[config.mk]
export PLATFORM = sky130hd
export DESIGN_NAME = vgafb_fifo_rdctl
export DESIGN_NICKNAME = d
export VERILOG_FILES = /design/src/rtl/vgafb_fifo_pkg.sv /design/src/rtl/vgafb_sync2.sv /design/src/rtl/vgafb_fifo_rdctl.sv
export SDC_FILE = /design/constraint.sdc
export NUM_CORES = 1
export LEC_CHECK = 0
export CAP_MARGIN = 20
export CORE_ASPECT_RATIO = 1.2
export CORE_MARGIN = 2
export CORE_UTILIZATION = 51
export CTS_BUF_LIST = sky130_fd_sc_hd__clkbuf_8
export DETAILED_ROUTE_END_ITERATION = 10
export HOLD_SLACK_MARGIN = 0.06
export PLACE_DENSITY = 0.81
export SLEW_MARGIN = 10
export SYNTH_ARGS = -nofsm -noshare
export SYNTH_HDL_FRONTEND = slang
export SYNTH_SLANG_ARGS = --single-unit
[constraint.sdc]
create_clock -name Clk -period 3.4 [get_ports Clk]
set_input_delay 0.85 -clock Clk [delete_from_list [all_inputs] [get_ports Clk]]
set_output_delay 0.85 -clock Clk [all_outputs]
set_load 0.01 [all_outputs]
[src/rtl/vgafb_fifo_pkg.sv]
// rtl/vgafb_fifo_pkg.sv - shared pointer-width rule and Gray/binary helpers for the vgafb pixel FIFO
package vgafb_fifo_pkg;

  // Widest pointer supported (ADDR_WIDTH up to 10); callers zero-extend into it and cast back down.
  localparam int MAX_PTR_W = 11;

  function automatic int ptr_width(input int addr_width);
    return addr_width + 1;
  endfunction

  function automatic logic [MAX_PTR_W-1:0] bin2gray(input logic [MAX_PTR_W-1:0] bin);
    return bin ^ (bin >> 1);
  endfunction

  function automatic logic [MAX_PTR_W-1:0] gray2bin(input logic [MAX_PTR_W-1:0] gray);
    logic [MAX_PTR_W-1:0] bin;
    bin[MAX_PTR_W-1] = gray[MAX_PTR_W-1];
    for (int i = MAX_PTR_W - 2; i >= 0; i--) begin
      bin[i] = bin[i+1] ^ gray[i];
    end
    return bin;
  endfunction

endpackage

[src/rtl/vgafb_sync2.sv]
// rtl/vgafb_sync2.sv - two-flop bus synchroniser, async active-low reset to zero
module vgafb_sync2 #(
  parameter int WIDTH = 5
) (
  input  logic             i_clk,
  input  logic             i_rst_n,
  input  logic [WIDTH-1:0] i_d,
  output logic [WIDTH-1:0] o_q
);

  logic [WIDTH-1:0] r_stage1;

  // Input must be Gray coded so each stage only ever sees a single-bit change.
  always_ff @(posedge i_clk or negedge i_rst_n) begin
    if (!i_rst_n) begin
      r_stage1 <= '0;
      o_q      <= '0;
    end else begin
      r_stage1 <= i_d;
      o_q      <= r_stage1;
    end
  end

endmodule

[src/rtl/vgafb_fifo_rdctl.sv]
// rtl/vgafb_fifo_rdctl.sv - read-domain pointer, address and flag controller for the vgafb pixel FIFO
module vgafb_fifo_rdctl
  import vgafb_fifo_pkg::*;
#(
  parameter int ADDR_WIDTH          = 4,
  parameter int ALMOST_EMPTY_THRESH = 2
) (
  input  logic                  Clk,
  input  logic                  Rst_n,
  input  logic [ADDR_WIDTH:0]   WrPtrGray_in,
  input  logic                  RdEn_in,
  output logic [ADDR_WIDTH-1:0] RdAddr_out,
  output logic [ADDR_WIDTH:0]   RdPtrGray_out,
  output logic                  Empty_out,
  output logic                  AlmostEmpty_out,
  output logic [ADDR_WIDTH:0]   Level_out,
  output logic                  Underflow_out
);

  localparam int PTR_W = ptr_width(ADDR_WIDTH);
  localparam logic [PTR_W-1:0] AE_THRESH = PTR_W'(ALMOST_EMPTY_THRESH);

  logic [PTR_W-1:0] w_wsync2;
  logic [PTR_W-1:0] w_wbin;
  logic             w_rd_ok;
  logic [PTR_W-1:0] w_rd_bin_next;
  logic [PTR_W-1:0] w_rd_gray_next;
  logic [PTR_W-1:0] w_level_next;
  logic [PTR_W-1:0] r_rd_bin;

  vgafb_sync2 #(.WIDTH(PTR_W)) u_wptr_sync (
    .i_clk   (Clk),
    .i_rst_n (Rst_n),
    .i_d     (WrPtrGray_in),
    .o_q     (w_wsync2)
  );

  assign w_wbin         = PTR_W'(gray2bin(MAX_PTR_W'(w_wsync2)));
  assign w_rd_ok        = RdEn_in & ~Empty_out;
  assign w_rd_bin_next  = r_rd_bin + PTR_W'(w_rd_ok);
  assign w_rd_gray_next = PTR_W'(bin2gray(MAX_PTR_W'(w_rd_bin_next)));
  // Flags use the post-read pointer so a read of the last word raises Empty on the same edge.
  assign w_level_next   = w_wbin - w_rd_bin_next;

  always_ff @(posedge Clk or negedge Rst_n) begin
    if (!Rst_n) begin
      r_rd_bin        <= '0;
      RdAddr_out      <= '0;
      RdPtrGray_out   <= '0;
      Empty_out       <= 1'b1;
      AlmostEmpty_out <= 1'b1;
      Level_out       <= '0;
      Underflow_out   <= 1'b0;
    end else begin
      r_rd_bin        <= w_rd_bin_next;
      RdAddr_out      <= w_rd_bin_next[ADDR_WIDTH-1:0];
      RdPtrGray_out   <= w_rd_gray_next;
      Empty_out       <= (w_rd_gray_next == w_wsync2);
      AlmostEmpty_out <= (w_level_next <= AE_THRESH);
      Level_out       <= w_level_next;
      Underflow_out   <= RdEn_in & Empty_out;
    end
  end

endmodule

---- Word level (Yosys, flattened, before mapping) ----
Cells that the tools add are included.
operators by class
  magnitude comparators ................... 1
  bitwise operators ....................... 8
  $add $sub $neg .......................... 2
  equal/unequal tests ..................... 1
operators by type and width
  cell                                                                               count
  5-bit by 1-bit adder with 5-bit output                                             1
  5-bit == test                                                                      1
  5-bit by 2-bit less-or-equal comparator with 1-bit output (second input constant)  1
  5-bit subtractor                                                                   1
  5-bit by 4-bit bitwise XOR with 5-bit output                                       1
  1-bit bitwise XOR                                                                  4
  1-bit bitwise AND                                                                  2
  1-bit NOT                                                                          1
storage, ports and cells
  bits of input ports ..................... 8
  flip-flop bits (word level) ............. 32
  output and inout bits ................... 17

---- Depth between registers and ports, before layout ----
Gate-level depths: netlist (run 1).
  depth in word-level cells ............... 6
  depth in mapped cells ................... 11
  gate-level depth less buffers ........... 11

---- Hierarchy ----
A second synthesis (run 1) with hierarchy kept.
unflattened totals
  cells, all modules ...................... 84
  area total of the unflattened synthesis .. 1126.1 µm²
modules (own cells, without submodules)
  module            area an instance (µm²)  seq. area each (µm²)  times used  cells each
  vgafb_fifo_rdctl  875.8                   427.9                 1           74
  vgafb_sync2       250.2                   250.2                 1           10

---- Worst setup path before layout (run 1) ----
OpenSTA, ideal clock, no wires.
  path type ............................... in2reg
  from .................................... input RdEn_in
  to ...................................... register AlmostEmpty_out
  stages .................................. 10
  library setup time ...................... 82 ps
  path slack .............................. 735 ps
  path buffers ............................ 0
  required time ........................... 3318 ps
  data arrival time ....................... 2583 ps
  cell sequence ........................... nor2b_1 ha_1 ha_1 xnor2_1 ha_1 a21oi_1 nand2_1 xor2_1 o22a_1 nor3_1
between the ends
  longest elaborated chain between the ends .. 4
ends and longest elaborated chain
  element                                                    line                    text
  from (decl)                                                vgafb_fifo_rdctl.sv:11  input logic RdEn_in,
  1-bit bitwise AND                                          vgafb_fifo_rdctl.sv:39  assign w_rd_ok = RdEn_in & ~Empty_out;
  5-bit by 1-bit adder with 5-bit output                     vgafb_fifo_rdctl.sv:40  assign w_rd_bin_next = r_rd_bin + PTR_W'(w_rd_ok);
  5-bit subtractor                                           vgafb_fifo_rdctl.sv:43  assign w_level_next = w_wbin - w_rd_bin_next;
  5-bit by 2-bit less-or-equal comparator with 1-bit output  vgafb_fifo_rdctl.sv:59  AlmostEmpty_out <= (w_level_next <= AE_THRESH);
  to (signal assigned)                                       vgafb_fifo_rdctl.sv:59
  to (decl)                                                  vgafb_fifo_rdctl.sv:15  output logic AlmostEmpty_out,
Every way passes these cells.

---- Worst setup path after layout (run 1) ----
Same ends and word-level chain as after synthesis.

==> impl_metrics.tcl, run 1 <==
set metrics [dict create \
    wl_per_cell_um 12.2 \
    grt_antenna_before_repair 0 \
    synthAdderAreaFrac 0.0844 \
    grt_pass1_vias 698 \
    antenna_cells 0 \
    syn_nets 99 \
    critPathMaxFanout 4 \
    hold_violations 0 \
    rsz0062_at_grt "no" \
    vias 688 \
    num_rows 18 \
    cp_common_cell "ha_1" \
    cp_cell_sequence "clkdlybuf4s50_1 > nor2b_1 > ha_1 > ha_1 > xnor2_1 > ha_1 > a21oi_1 > nand2_1 > xor2_1 > o22a_1 > nor3_1" \
    grt_use_met1 0.183 \
    io_pins 25 \
    path_class "in -> reg" \
    antenna_left 0 \
    core_um2 2070 \
    worst_pin_slew_ns 0.353 \
    synth_edf_count 0 \
    timing.rr.end "AlmostEmpty_out" \
    timing.fmax_mhz 342 \
    synth_cell_type_count 23 \
    ys.flop_type "dfrtp_1" \
    ys_top_cells_by_count "25 x dfrtp_1, 11 x xor2_1, 8 x xnor2_1, 6 x ha_1, 6 x inv_1" \
    gr-total-overflow 0 \
    finalSetupViolations 0 \
    status "finished clean" \
    insertion_delay_ns 0.27 \
    worstHoldStart "u_wptr_sync.r_stage1[4]" \
    ys_warn_count 0 \
    endpoint_kind "flop" \
    fin_crit_sh 0.861 \
    grtUsageTotal 0.156 \
    synth_xor_area_frac 0.182 \
    grt_most_used_layer "met2" \
    grt_first_pass_wirelength_mm 2.95 \
    cts_inserted_buffers 3 \
    grt_max_degree 28 \
    yosysSeqAreaShare 0.602 \
    min_path_type "reg -> reg" \
    finClkSkew_ns 0.00685 \
    fin_tns_setup_ns 0 \
    synth_top_area_frac 0.556 \
    ys_top_cells_by_area "dfrtp_1 56%, xor2_1 8.6%, ha_1 6.7%" \
    place.port_buffers 24 \
    synthArstFlopShare 1.00 \
    yosys-mux-area-fraction 0 \
    slew_viol_final 0 \
    die_x_um 46.9 \
    synth-simple-area-share 0.0700 \
    cts_tree "done" \
    power.density_nw_per_um2 1060 \
    gp_congestion 0.735 \
    critical-path-max-stage-delay_ns 0.41 \
    period_needed_ns 2.93 \
    synth_area_leader_cell "dfrtp_1" \
    clock_path_buffers 2 \
    met2_usage 0.260 \
    syn_area_um2 1130 \
    r2r_cells 10 \
    drive_gt1_frac 0.0870 \
    cts_hold_buf 0 \
    clk_pin_slew_ns 0.09 \
    routed_wl_mm 1.76 \
    critPathCapture "AlmostEmpty_out" \
    ir_drop_v 0.000554 \
    drtIter0Drc 13 \
    cpMaxStageDelayCell "clkdlybuf4s50_1" \
    grtUsageMet3 0.0327 \
    nets 131 \
    viasPerCell 4.74 \
    avgSynthCellArea_um2 13.4 \
    arrival_ns 3.12 \
    ys_seq_elements 27 \
    slew_headroom 0.764 \
    critPathLaunch "RdEn_in" \
    r2r_setup_slack_ns 0.73 \
    synth_compound_gate_area_share 0.0411 \
    p_leak_uw 0.000662 \
    finalPower_uw 1560 \
    startpoint_type "primary input" \
    numClockSinks 27 \
    postCtsResizedCells 0 \
    cts_setup_buffers 0 \
    first_pass_iters 4 \
    initial_core_util 0.543 \
    die_y_um 55.5 \
    hpwl_mm 1.33 \
    cap_violations 0 \
    yosysMostFrequentCell "dfrtp_1" \
    synth_top_family_by_area "XOR/XNOR gates" \
    cts-root-buf "clkbuf_8" \
    htreeDepth 1 \
    syn-instance-count 84 \
    r2r-start "u_wptr_sync.o_q[4]" \
    drc 0 \
    syn2layout_area_growth_pct 30.7 \
    worst_ep_required_time_ns 3.59 \
    dieArea_um2 2600 \
]
## power by group
group	leakage (uW)	switching, uW	internal [uW]
clock	0.0000269	91.1	80.8
combinational	0.000320	446	455
sequential	0.000315	48.7	437
## how the worst min path moves through the flow
| stage | end | slack, ns | cells after the start |
|---|---|---|---|
| 2_1_floorplan | u_wptr_sync.o_q[0] | 0.33 | 0 |
| 3_3_place_gp | u_wptr_sync.o_q[1] | 0.33 | 0 |
| 3_5_place_dp | u_wptr_sync.o_q[4] | 0.34 | 0 |
| 4_1_cts | u_wptr_sync.o_q[4] | 0.36 | 0 |
| 5_1_grt | u_wptr_sync.o_q[4] | 0.36 | 0 |
| 6_report | u_wptr_sync.o_q[4] | 0.36 | 0 |
## metrics by stage
step	hold slack, ns	setup WS, ns	instance area (um^2)	util	instances
2_1_floorplan	0.331	0.735	1130	-	84
3_3_place_gp	0.334	0.272	1430	0.688	141
3_5_place_dp	0.338	0.229	1430	0.688	141
4_1_cts	0.358	0.484	1470	0.710	145
5_1_grt	0.361	0.390	1470	0.710	145
6_report	0.355	0.474	1470	0.710	145
## registers in the layout, summed over array words and instances (netlist names)
register              count
Level_out                 5
RdPtrGray_out             5
u_wptr_sync.o_q           5
u_wptr_sync.r_stage1      5
RdAddr_out                3
AlmostEmpty_out           1
Empty_out                 1
Underflow_out             1
r_rd_bin                  1
## kinds of logic after synthesis
kind of cell    count (synthesis)
flops                          27
xor+xnor                       21
simple gates                   16
compound gates                  7
fa+ha+maj                       7
buf+inv                         6
## worst max-delay path, delay by kind of cell
family,cells,cell delay [ns]
AND/OR/NAND/NOR,3,0.37
AO/OA/AOI/OAI,2,0.33
buffers and inverters,1,0.41
adder cells (fa/ha/maj),3,0.74
XOR/XNOR,2,0.42
## cell usage in the layout, fill, tap and decap left out
cell type and instances:
xor2_1 11, xnor3_1 1, dfstp_2 2, nand3b_1 1, nor4_1 1, o211ai_1 1
and3_1 1, dfrtp_1 25, nor2_1 2, a21oi_1 3, and2_1 1, fa_1 1
ha_1 6, nand2_1 5, buf_4 3, inv_1 7, nor3_1 2, xnor2_1 8
nand3_1 2, clkbuf_8 3, clkdlybuf4s50_1 24, a31oi_1 1, o22a_1 1, xor2_2 1
o21ai_2 1, nor2b_1 1
## layer usage
| metal | share of wire | routed length, um | vias to the layer above |
|---|---|---|---|
| met3 | 0.045 | 80 | 5 |
| li1 | - | - | 332 |
| met2 | 0.53 | 927 | 22 |
| met5 | 0 | 0 | - |
| met4 | 0.021 | 37 | 0 |
| met1 | 0.41 | 717 | 329 |
## layout make-up
class	instances	area [um^2]
Clock buffer	3	41.3
Clock inverter	1	3.75
Fill cell	149	601
Inverter	6	22.5
Multi-Input combinational cell	51	425
Sequential cell	27	678
Tap cell	30	37.5
Timing Repair Buffer	27	263
(Power assumes the default switching activity.)
==> run 2, diff against run 1 <==
--- a/config.mk
+++ b/config.mk
@@ -13,7 +13,7 @@
 export DETAILED_ROUTE_END_ITERATION = 10
 export HOLD_SLACK_MARGIN = 0.06
 export PLACE_DENSITY = 0.81
-export SLEW_MARGIN = 10
+export SLEW_MARGIN = 40
 export SYNTH_ARGS = -nofsm -noshare
 export SYNTH_HDL_FRONTEND = slang
 export SYNTH_SLANG_ARGS = --single-unit
==> results of run 2 <==
Final layout, timing and power as in run 1 (identical DEF).
==> run 3, diff against run 2 <==
--- a/config.mk
+++ b/config.mk
@@ -16,4 +16,5 @@
 export SLEW_MARGIN = 40
 export SYNTH_ARGS = -nofsm -noshare
 export SYNTH_HDL_FRONTEND = slang
+export SYNTH_HIERARCHICAL = 1
 export SYNTH_SLANG_ARGS = --single-unit
==> constraint.sdc (replaced) <==
create_clock -name Clk -period 3.19 [get_ports Clk]
set_input_delay 0.7975 -clock Clk [delete_from_list [all_inputs] [get_ports Clk]]
set_output_delay 0.7975 -clock Clk [all_outputs]
set_load 0.01 [all_outputs]
==> run 3 against run 2 <==
  * Clock power up 5%
  * Combinational power up 8.0%
  * Clock skew down 0.0011 ns
  * Non-clock buffer count up 1
  * Global-route usage up 0.32 points
  * Sequential power up 7.2%
  * Final cell count up 0.69%
  * Area after synthesis unchanged
  * Worst setup slack worse by 0.17 ns
  * Largest cell class unchanged
  * Largest power group unchanged
==> impl_metrics.tcl, run 3 <==
set metrics [dict create \
    status "finished clean" \
    postCtsResizedCells 0 \
    p_int_uw 1050 \
    syn-instance-count 84 \
    grtUsageTotal 0.159 \
    cts_tree "done" \
    antenna_left 0 \
    grt_pass1_vias 690 \
    fin_tns_setup_ns 0 \
    ys.flop_type "dfrtp_1" \
    gp_congestion 0.758 \
    synth_top_area_frac 0.556 \
    ys_seq_elements 27 \
    antenna_cells 0 \
    power.density_nw_per_um2 1130 \
    ir_drop_v 0.000612 \
    vias 696 \
    yosysMostFrequentCell "dfrtp_1" \
    slew_viol_final 0 \
    grt_max_degree 28 \
    place.port_buffers 24 \
    rsz0062_at_grt "no" \
    syn_nets 99 \
    cts_hold_buf 0 \
    power_frac_comb 0.581 \
    slew_headroom 0.755 \
    grt_first_pass_wirelength_mm 2.96 \
    syn2layout_area_growth_pct 31.3 \
    hpwl_mm 1.37 \
    synth_edf_count 0 \
    timing.rr.end "AlmostEmpty_out" \
    insertion_delay_ns 0.27 \
    timing.fmax_mhz 346 \
    whs_ns 0.357 \
    period_needed_ns 2.89 \
    hold_end "u_wptr_sync/o_q[2]" \
    cts_setup_buffers 0 \
    gr-total-overflow 0 \
    cts-root-buf "clkbuf_8" \
    p_leak_uw 0.000663 \
    ys_top_cells_by_area "dfrtp_1 56%, xor2_1 8.6%, ha_1 6.7%" \
    ys_top_cells_by_count "25 x dfrtp_1, 11 x xor2_1, 8 x xnor2_1, 6 x ha_1, 6 x inv_1" \
    clock_power_share 0.108 \
    cts_inserted_buffers 3 \
    drtIter0Drc 7 \
    ys_warn_count 6 \
    hold_violations 0 \
    cap_violations 0 \
    wl_per_cell_um 12.4 \
    synth_cell_type_count 23 \
    htreeDepth 1 \
    dieArea_um2 2600 \
    critPathMaxFanout 4 \
    worst_ep_required_time_ns 3.39 \
    first_pass_iters 2 \
    synthArstFlopShare 1.00 \
    p_seq_frac 0.311 \
    die_y_um 55.5 \
    syn_area_um2 1130 \
    r2r_cells 11 \
    finClkSkew_ns 0.00578 \
    dpl_cell_area_um2 1430 \
    yosysSeqAreaShare 0.602 \
    io_pins 25 \
    finish.instance_area_um2 1480 \
    r2r-start "u_wptr_sync/o_q[4]" \
    synth_area_leader_cell "dfrtp_1" \
    final_cell_mix "25 x dfrtp_1, 24 x clkdlybuf4s50_1, 11 x xor2_1" \
    die_x_um 46.9 \
    endpoint_kind "flop" \
    min_path_cells 0 \
    worst_pin_slew_ns 0.366 \
    grt_antenna_before_repair 0 \
    routed_wl_mm 1.81 \
    avgSynthCellArea_um2 13.4 \
    initial_core_util 0.543 \
    finalSetupViolations 0 \
    numClockSinks 27 \
    nets 132 \
    viasPerCell 4.77 \
    worstHoldStart "u_wptr_sync/r_stage1[2]" \
    clock_path_buffers 2 \
    num_rows 18 \
    drc 0 \
    drive_gt1_frac 0.0948 \
    p_switching_uw 630 \
    r2r_setup_slack_ns 0.47 \
    final_common_cell "dfrtp_1" \
    min_path_type "reg -> reg" \
    core_um2 2070 \
    arrival_ns 3.08 \
    path_class "in -> reg" \
    startpoint_type "primary input" \
    clk_pin_slew_ns 0.08 \
    fin_crit_sh 0.905 \
    p_sw_frac 0.376 \
]
## run 3: cell counts after synthesis
Identical to the previous run, type by type.
## run 3: stage by stage
step | utilization | power, uW | setup slack (ns) | std cells
6_report | 0.714 | 1680 | 0.302 | 146
5_1_grt | 0.714 | 1800 | 0.161 | 146
4_1_cts | 0.714 | 1690 | 0.295 | 146
3_5_place_dp | 0.692 | 1490 | 0.0233 | 142
3_3_place_gp | 0.692 | 1460 | 0.159 | 142
2_1_floorplan | - | 1120 | 0.578 | 84
## run 3: routing by layer
metal	vias to the layer above	routed length (um)	GRT usage
met5	-	0	0
met4	0	23	0.0595
met3	4	68	0.0392
met2	18	972	0.270
met1	337	749	0.185
li1	337	-	-
## run 3: area by class of cell
type	instances	area (um^2)
flip-flops and latches	27	678
fillers	157	593
multi-input cells	51	425
repair buffers	28	270
clock buffers	3	41.3
well taps	30	37.5
inverters	6	22.5
clock inverters	1	3.75
## run 3: worst max-delay path by stage
stage	to	slack, ns	startpoint
finish	AlmostEmpty_out	0.30	RdEn_in
global route	AlmostEmpty_out	0.16	RdEn_in
CTS	AlmostEmpty_out	0.29	RdEn_in
detailed placement	AlmostEmpty_out	0.02	RdEn_in
global placement	AlmostEmpty_out	0.16	RdEn_in
floorplan	AlmostEmpty_out	0.58	RdEn_in
## run 3: logic make-up after synthesis
group,Yosys count,synth area share
adder cells (fa/ha/maj),7,0.0844
XOR/XNOR,21,0.182
AND/OR/NAND/NOR,16,0.0700
AO/OA/AOI/OAI,7,0.0411
buffers and inverters,6,0.0200
flip-flops,27,0.602
## run 3: worst max-delay path, stage by stage
cell and delay (ns):
clkdlybuf4s50_1 0.41, nor2b_1 0.13, ha_1 0.19, ha_1 0.21, xnor2_1 0.24, ha_1 0.33, a21oi_1 0.17, nand2_1 0.12
xor2_1 0.16, o22a_1 0.19, nor3_1 0.13
## run 3: power by group through the flow
stage | Combinational, uW | Clock, uW | Sequential (uW)
CTS | 983 | 184 | 521
global placement | 935 | 0 | 525
detailed placement | 961 | 0 | 528
floorplan | 545 | 0 | 575
global route | 1070 | 200 | 530
finish | 974 | 181 | 521
